`src/rtl/game_clock_ctrl.sv`:
```
// Countdown game clock: one-second prescaler, IDLE/RUN/PAUSE/EXPIRED sequencing,
// saturating bonus time, BCD digit outputs and a single-cycle time-up pulse.
module game_clock_ctrl #(
  parameter int unsigned TICK_DIV  = 12_500_000,
  parameter int unsigned INIT_SEC  = 99,
  parameter int unsigned WARN_SEC  = 10,
  parameter int unsigned BONUS_SEC = 5
) (
  input  logic       clk,
  input  logic       reset,
  input  logic       start,
  input  logic       pause,
  input  logic       bonus,
  output logic [3:0] sec_tens,
  output logic [3:0] sec_ones,
  output logic       running,
  output logic       warn,
  output logic       sec_tick,
  output logic       time_up
);

  localparam int unsigned PW = $clog2(TICK_DIV);

  typedef enum logic [1:0] {IDLE, RUN, PAUSE, EXPIRED} state_t;

  state_t        state_q, state_d;
  logic [6:0]    count_q, count_d;
  logic [PW-1:0] presc_q, presc_d;
  logic          time_up_q, time_up_d;
  logic [6:0]    dec;

  function automatic logic [6:0] sat_add(input logic [6:0] base);
    logic [7:0] sum;
    sum = {1'b0, base} + 8'(BONUS_SEC);
    return (sum > 8'd99) ? 7'd99 : sum[6:0];
  endfunction

  always_ff @(posedge clk or posedge reset) begin
    if (reset) begin
      state_q   <= IDLE;
      count_q   <= 7'(INIT_SEC);
      presc_q   <= '0;
      time_up_q <= 1'b0;
    end else begin
      state_q   <= state_d;
      count_q   <= count_d;
      presc_q   <= presc_d;
      time_up_q <= time_up_d;
    end
  end

  assign sec_tick = (state_q == RUN) && (presc_q == PW'(TICK_DIV - 1));
  assign dec      = count_q - 7'd1;

  always_comb begin
    state_d   = state_q;
    count_d   = count_q;
    presc_d   = presc_q;
    time_up_d = 1'b0;
    if (start) begin
      state_d = RUN;
      count_d = 7'(INIT_SEC);
      presc_d = '0;
    end else begin
      case (state_q)
        RUN: begin
          if (sec_tick) begin
            // Tick always lands; pause outranks bonus, and a bonus keeps the count >= 1.
            presc_d = '0;
            count_d = dec;
            if (pause) begin
              if (dec == '0) begin
                state_d   = EXPIRED;
                time_up_d = 1'b1;
              end else begin
                state_d = PAUSE;
              end
            end else if (bonus) begin
              count_d = sat_add(dec);
            end else if (dec == '0) begin
              state_d   = EXPIRED;
              time_up_d = 1'b1;
            end
          end else begin
            presc_d = presc_q + PW'(1);
            if (pause)      state_d = PAUSE;
            else if (bonus) count_d = sat_add(count_q);
          end
        end
        PAUSE: begin
          if (pause)      state_d = RUN;
          else if (bonus) count_d = sat_add(count_q);
        end
        EXPIRED: count_d = '0;
        default: ;
      endcase
    end
  end

  assign sec_tens = 4'(count_q / 7'd10);
  assign sec_ones = 4'(count_q % 7'd10);
  assign running  = (state_q == RUN);
  assign warn     = ((state_q == RUN) || (state_q == PAUSE)) &&
                    (count_q != '0) && (count_q <= 7'(WARN_SEC));
  assign time_up  = time_up_q;

endmodule

```
`config.mk`:
```
export PLATFORM = sky130hd
export DESIGN_NAME = game_clock_ctrl
export DESIGN_NICKNAME = d
export VERILOG_FILES = /design/src/rtl/game_clock_ctrl.sv
export SDC_FILE = /design/constraint.sdc
export NUM_CORES = 1
export LEC_CHECK = 0
export ABC_AREA = 1
export BUFFER_PORTS_ARGS = -buffer_cell sky130_fd_sc_hd__buf_4
export CAP_MARGIN = 5
export CORE_MARGIN = 5
export CORE_UTILIZATION = 40
export DETAILED_ROUTE_END_ITERATION = 12
export PLACE_DENSITY = 0.63
export SYNTH_ARGS = -nofsm -noshare
export SYNTH_HDL_FRONTEND = slang
export SYNTH_SLANG_ARGS = --single-unit
export TNS_END_PERCENT = 5
```
`constraint.sdc`:
```
create_clock -name clk -period 5 [get_ports clk]
set_input_delay 0.5 -clock clk [delete_from_list [all_inputs] [get_ports clk]]
set_output_delay 0.5 -clock clk [all_outputs]
set_load 0.02 [all_outputs]
```
* Word-level counts from Yosys, hierarchy flattened
Index checks and enable logic that the tools add are counted.
** Storage, ports and cells
- Output and inout bits :: 12
- Memory bits (writable) :: 0
- Memories :: 0
- Latch bits :: 0
- Bits in registers :: 34
- Bits in read-only memories :: 0
** Cells by class
- Order comparisons :: 3
- Div/mod/pow operators :: 2
- Shift-type cells :: 0
- Add/subtract/negate cells :: 4
- Reductions and logical operators :: 10
- Multiplexer cells :: 27
- Eq/ne operators :: 8
- $mul :: 0
- Bitwise gates (word level) :: 0
** Operator list (count)
- $mux W24 :: 3
- $mux W7 :: 8
- $add A24 B1 Y24 const B :: 1
- $eq A24 B24 Y1 const B :: 1
- $pmux W7 S3 :: 1
- $add A7 B3 Y8 const B :: 2
- $gt A8 B7 Y1 const B :: 2
- $mux W2 :: 7
- $ne A4 B3 Y1 const B :: 2
- $div A7 B4 Y7 const B :: 1
- $le A7 B4 Y1 const B :: 1
- $logic_not A7 Y1 :: 1
- $mod A7 B4 Y7 const B :: 1
- $mux W1 :: 7
- $reduce_bool A7 Y1 :: 1
- $sub A7 B1 Y7 const B :: 1
- $reduce_and A5 Y1 :: 1
- $eq A2 B2 Y1 const B :: 2
- $ne A4 B4 Y1 const B :: 1
- $pmux W2 S2 :: 1
- $reduce_bool A4 Y1 :: 1
- $logic_and A1 B1 Y1 :: 3
- $ne A3 B3 Y1 const B :: 1
- $reduce_bool A3 Y1 :: 1
- 3 further kinds :: 3

* Logic depth before layout (Yosys ltp)
- Word-level depth :: 9
- Depth in mapped cells :: 20

* Least setup slack after synthesis
OpenSTA, ideal clock, no wires.
- Path kind :: reg-to-output
- Start point :: register count_q[6]
- End point :: output port sec_ones[1]
- Required time :: 4.500 ns
- Arrival time :: 2.391 ns
- Cell stages (with the launch flop) :: 21
- Setup slack :: 2.109 ns
- Cells stage by stage :: dfstp_2 buf_4 inv_4 nor2_4 nor2_4 inv_2 nand2_2 nand2_1 nand2_1 inv_2 nand2_4 nand2_4 nand2_1 nand2_1 inv_1 ha_1 inv_1 nand3_2 nand3_2 nand2_1 nand2_1
** Between the ends
- Longest elaborated chain between the ends :: 1
** RTL lines
- start: declaration :: RTL line 27 : logic [6:0] count_q, count_d;
- start signal: assignment :: RTL line 41 : count_q <= 7'(INIT_SEC);
- start signal: assignment :: RTL line 46 : count_q <= count_d;
- $mod A7 B4 Y7 :: RTL line 101 : assign sec_ones = 4'(count_q % 7'd10);
- end: declaration :: RTL line 15 : output logic [3:0] sec_ones,
Every way passes these cells.

* Worst setup path after layout
- Start point :: register count_q[6]
- End point :: output port sec_ones[2]
Same word-level chain as after synthesis.

==> summary.txt <==
Placed inst area - 3320 um^2
F_max - 318 MHz
1st-pass router iterations - 4
Synth Flop Type - dfrtp_1
Row count - 32
Final Hold Viols - 0
Vias in the first global route - 2870
Root buffer cell - clkbuf_8
Slew HR - 67.7%
Synth area leader - dfrtp_1
Final Slew Violations - 0
Die W - 98.3 um
HP Class - input pin to asynchronous set/reset pin
GR peak layer - met2
Gr usage total - 16.3%
RR Startpoint - state_q[1]
Yosys warnings - 0
GR Util met3 - 3.07%
Post-synthesis cell type count - 47
Vias - 2958
Die height - 98.3 um
Top post-synthesis cells by area - dfrtp_1, nand2_1, nand3_1
Reg2Reg Setup Slack - 2.46 ns
Vias/cell - 5.12
Met2 Use GR - 28.2%
Syn Area/Cell - 6.79 um^2
Power per Cell Area - 584 nW/um^2
Starting Density - 40.8%
Critical Path RT - 4.50 ns
Synthesis-stage register bit count - 34
Area grow syn2layout - 9.18%
Sequential cell area fraction in the yosys report - 27.4%
CTS Buf Count - 5
Hold Buf Count CTS - 0
Post-DP HPWL - 5760 um
NumNets Final - 489
Antenna Nets Post-Route - 0
# DRC - 0
WL final - 7390 um
First-pass GRT wire length - 13300 um
Top-count cell post-synth - nand2_1
Filler cell count - 810
Commonest cells in the netlist - nand2_1, inv_1, nand3_1, nor2_1, dfrtp_1
EDFF count, synth - 0
RSZ-0062 raised after global routing - false
H-tree Lvls - 2
Yosys top cell area share - 24.0%
Cells after Synth - 460
Gpl congestion - 0.879
DR iter-0 viols - 75
Setup-failing EPs final - 0
Reg clk slew, reported paths - 0.08 ns
Tcrit/Tclk final - 62.9%
R2R depth - 10
Share of cells above drive strength 1 - 17.9%
Met1 Use GR - 21.1%
GR Overflow Total - 0
Worst-Skew Late Latency - 0.29 ns
R2r endpoint - presc_q[21]
Die area - 9670 um^2
Startpoint types - flop
Routed WL per cell - 12.8 um
Crit path DAT - 2.65 ns
IO Port Bufs - 16
Max Cap Viol - 0
Worst slew pin tran - 0.480 ns
Postcts setup bufs - 0
Leakage - 1.66 nW
Ports - 17
# resized after CTS - 0
Setup TNS - 0 ns
CP Class - flop to primary output
Bufs on Longest Clock Path - 2
Post-Syn Nets - 474
Skew final - 0.0153 ns
Largest net degree at the start of global routing - 35
Core area - 7650 um^2
Final min period - 3.15 ns
Synth async-reset ratio - 100%
Worst-path fanout max - 7
Status - completed
Critical Path End Type - primary output
Initial antenna violation count - 0
Final Instance Area - 3410 um^2
VDD IR-drop max - 250 uV
Clock sink total - 34
N_diodes - 0
Post-synthesis cell area - 3120 um^2
CTS tree - yes
-- worst max-delay path, cell delays in order, from the launching register on --
cell     delay (ns)
dfstp_2        0.65
inv_4          0.09
nor2_4         0.14
nor2_4         0.05
o21ai_1        0.17
nand2_2        0.12
nand2_4        0.10
nand2_4        0.06
nand2_4        0.06
nand2_1        0.07
nand2_1        0.09
inv_1          0.05
ha_1           0.16
inv_1          0.09
nand3_2        0.11
nand3_2        0.10
nand2_1        0.05
nand2_1        0.05
buf_4          0.13
-- area by class of cell --
cell class / instances / area, um^2 / area share, %
Inverter: 66 / 253 / 7.42
Tap cell: 102 / 128 / 3.74
Sequential cell: 34 / 856 / 25.1
Clock buffer: 7 / 86.3 / 2.53
Multi-Input combinational cell: 351 / 1950 / 57.3
Timing Repair Buffer: 17 / 128 / 3.74
Clock inverter: 1 / 5.00 / 0.147
-- worst max path at each step --
stage	from	endpoint	cells past startpoint
floorplan	count_q[6]	sec_ones[1]	20
global placement	count_q[6]	sec_ones[1]	18
detailed placement	count_q[6]	sec_ones[2]	18
CTS	count_q[6]	sec_ones[2]	18
global route	count_q[3]	sec_ones[1]	18
finish	count_q[6]	sec_ones[2]	18
-- power breakdown --
| group | total [W] | internal, W | switching (W) | leakage, nW |
|---|---|---|---|---|
| sequential | 0.000392 | 0.000320 | 0.0000723 | 0.457 |
| clock | 0.000218 | 0.000111 | 0.000107 | 0.0482 |
| combinational | 0.00138 | 0.000503 | 0.000877 | 1.16 |
| total | 0.00199 | 0.000934 | 0.00106 | 1.66 |
-- kinds of logic after synthesis --
group | count (synthesis) | share of synthesized area [%]
and+or+nand+nor | 283 | 46.7
buffers and inverters | 75 | 10.0
AOI/OAI and AO/OA | 47 | 8.94
xor gates and xnor gates | 12 | 3.37
DFF | 34 | 27.4
adders and majority gates | 9 | 3.61
-- registers in the layout, indices dropped and copies added (netlist names) --
signal	count
time_up	1
presc_q	24
count_q	7
state_q	2
-- placed cells by master, fill, tap and decap left out, drive strengths merged --
cell type | Yosys | routed
nand2 | 134 | 134
buf | 8 | 17
dfstp | 4 | 4
inv | 66 | 66
nor2 | 49 | 49
ha | 9 | 9
or2 | 2 | 2
a211oi | 2 | 2
dfrtp | 30 | 30
nand4 | 14 | 14
a31oi | 1 | 1
nand3 | 50 | 50
o21ai | 17 | 17
xor2 | 10 | 10
o31ai | 1 | 1
o22ai | 2 | 2
nand3b | 6 | 6
o211ai | 1 | 1
nor4 | 8 | 8
a21oi | 19 | 19
a221oi | 1 | 1
nor3 | 16 | 16
o21a | 1 | 1
a21boi | 1 | 1
xnor2 | 2 | 2
a21o | 1 | 1
nor3b | 3 | 3
and3 | 1 | 1
clkinv | 0 | 1
clkbuf | 1 | 7
-- stage by stage --
step	total power [W]	setup WS (ns)	instances	utilization, %	hold WS, ns
5_1_grt	0.00220	1.55	578	44.6	0.354
3_5_place_dp	0.00179	2.15	570	43.4	0.532
3_3_place_gp	0.00177	2.25	570	43.4	0.519
2_1_floorplan	0.00143	2.11	460	-	0.492
6_report	0.00199	1.85	578	44.6	0.296
4_1_cts	0.00201	1.82	578	44.6	0.317
-- per-layer routing --
layer	wire, um	vias to the layer above
met3	232	8
met1	3390	1365
met2	3680	51
met4	93	0
li1	-	1534
met5	0	-
No activity file was read; power rests on OpenSTA's default activity.
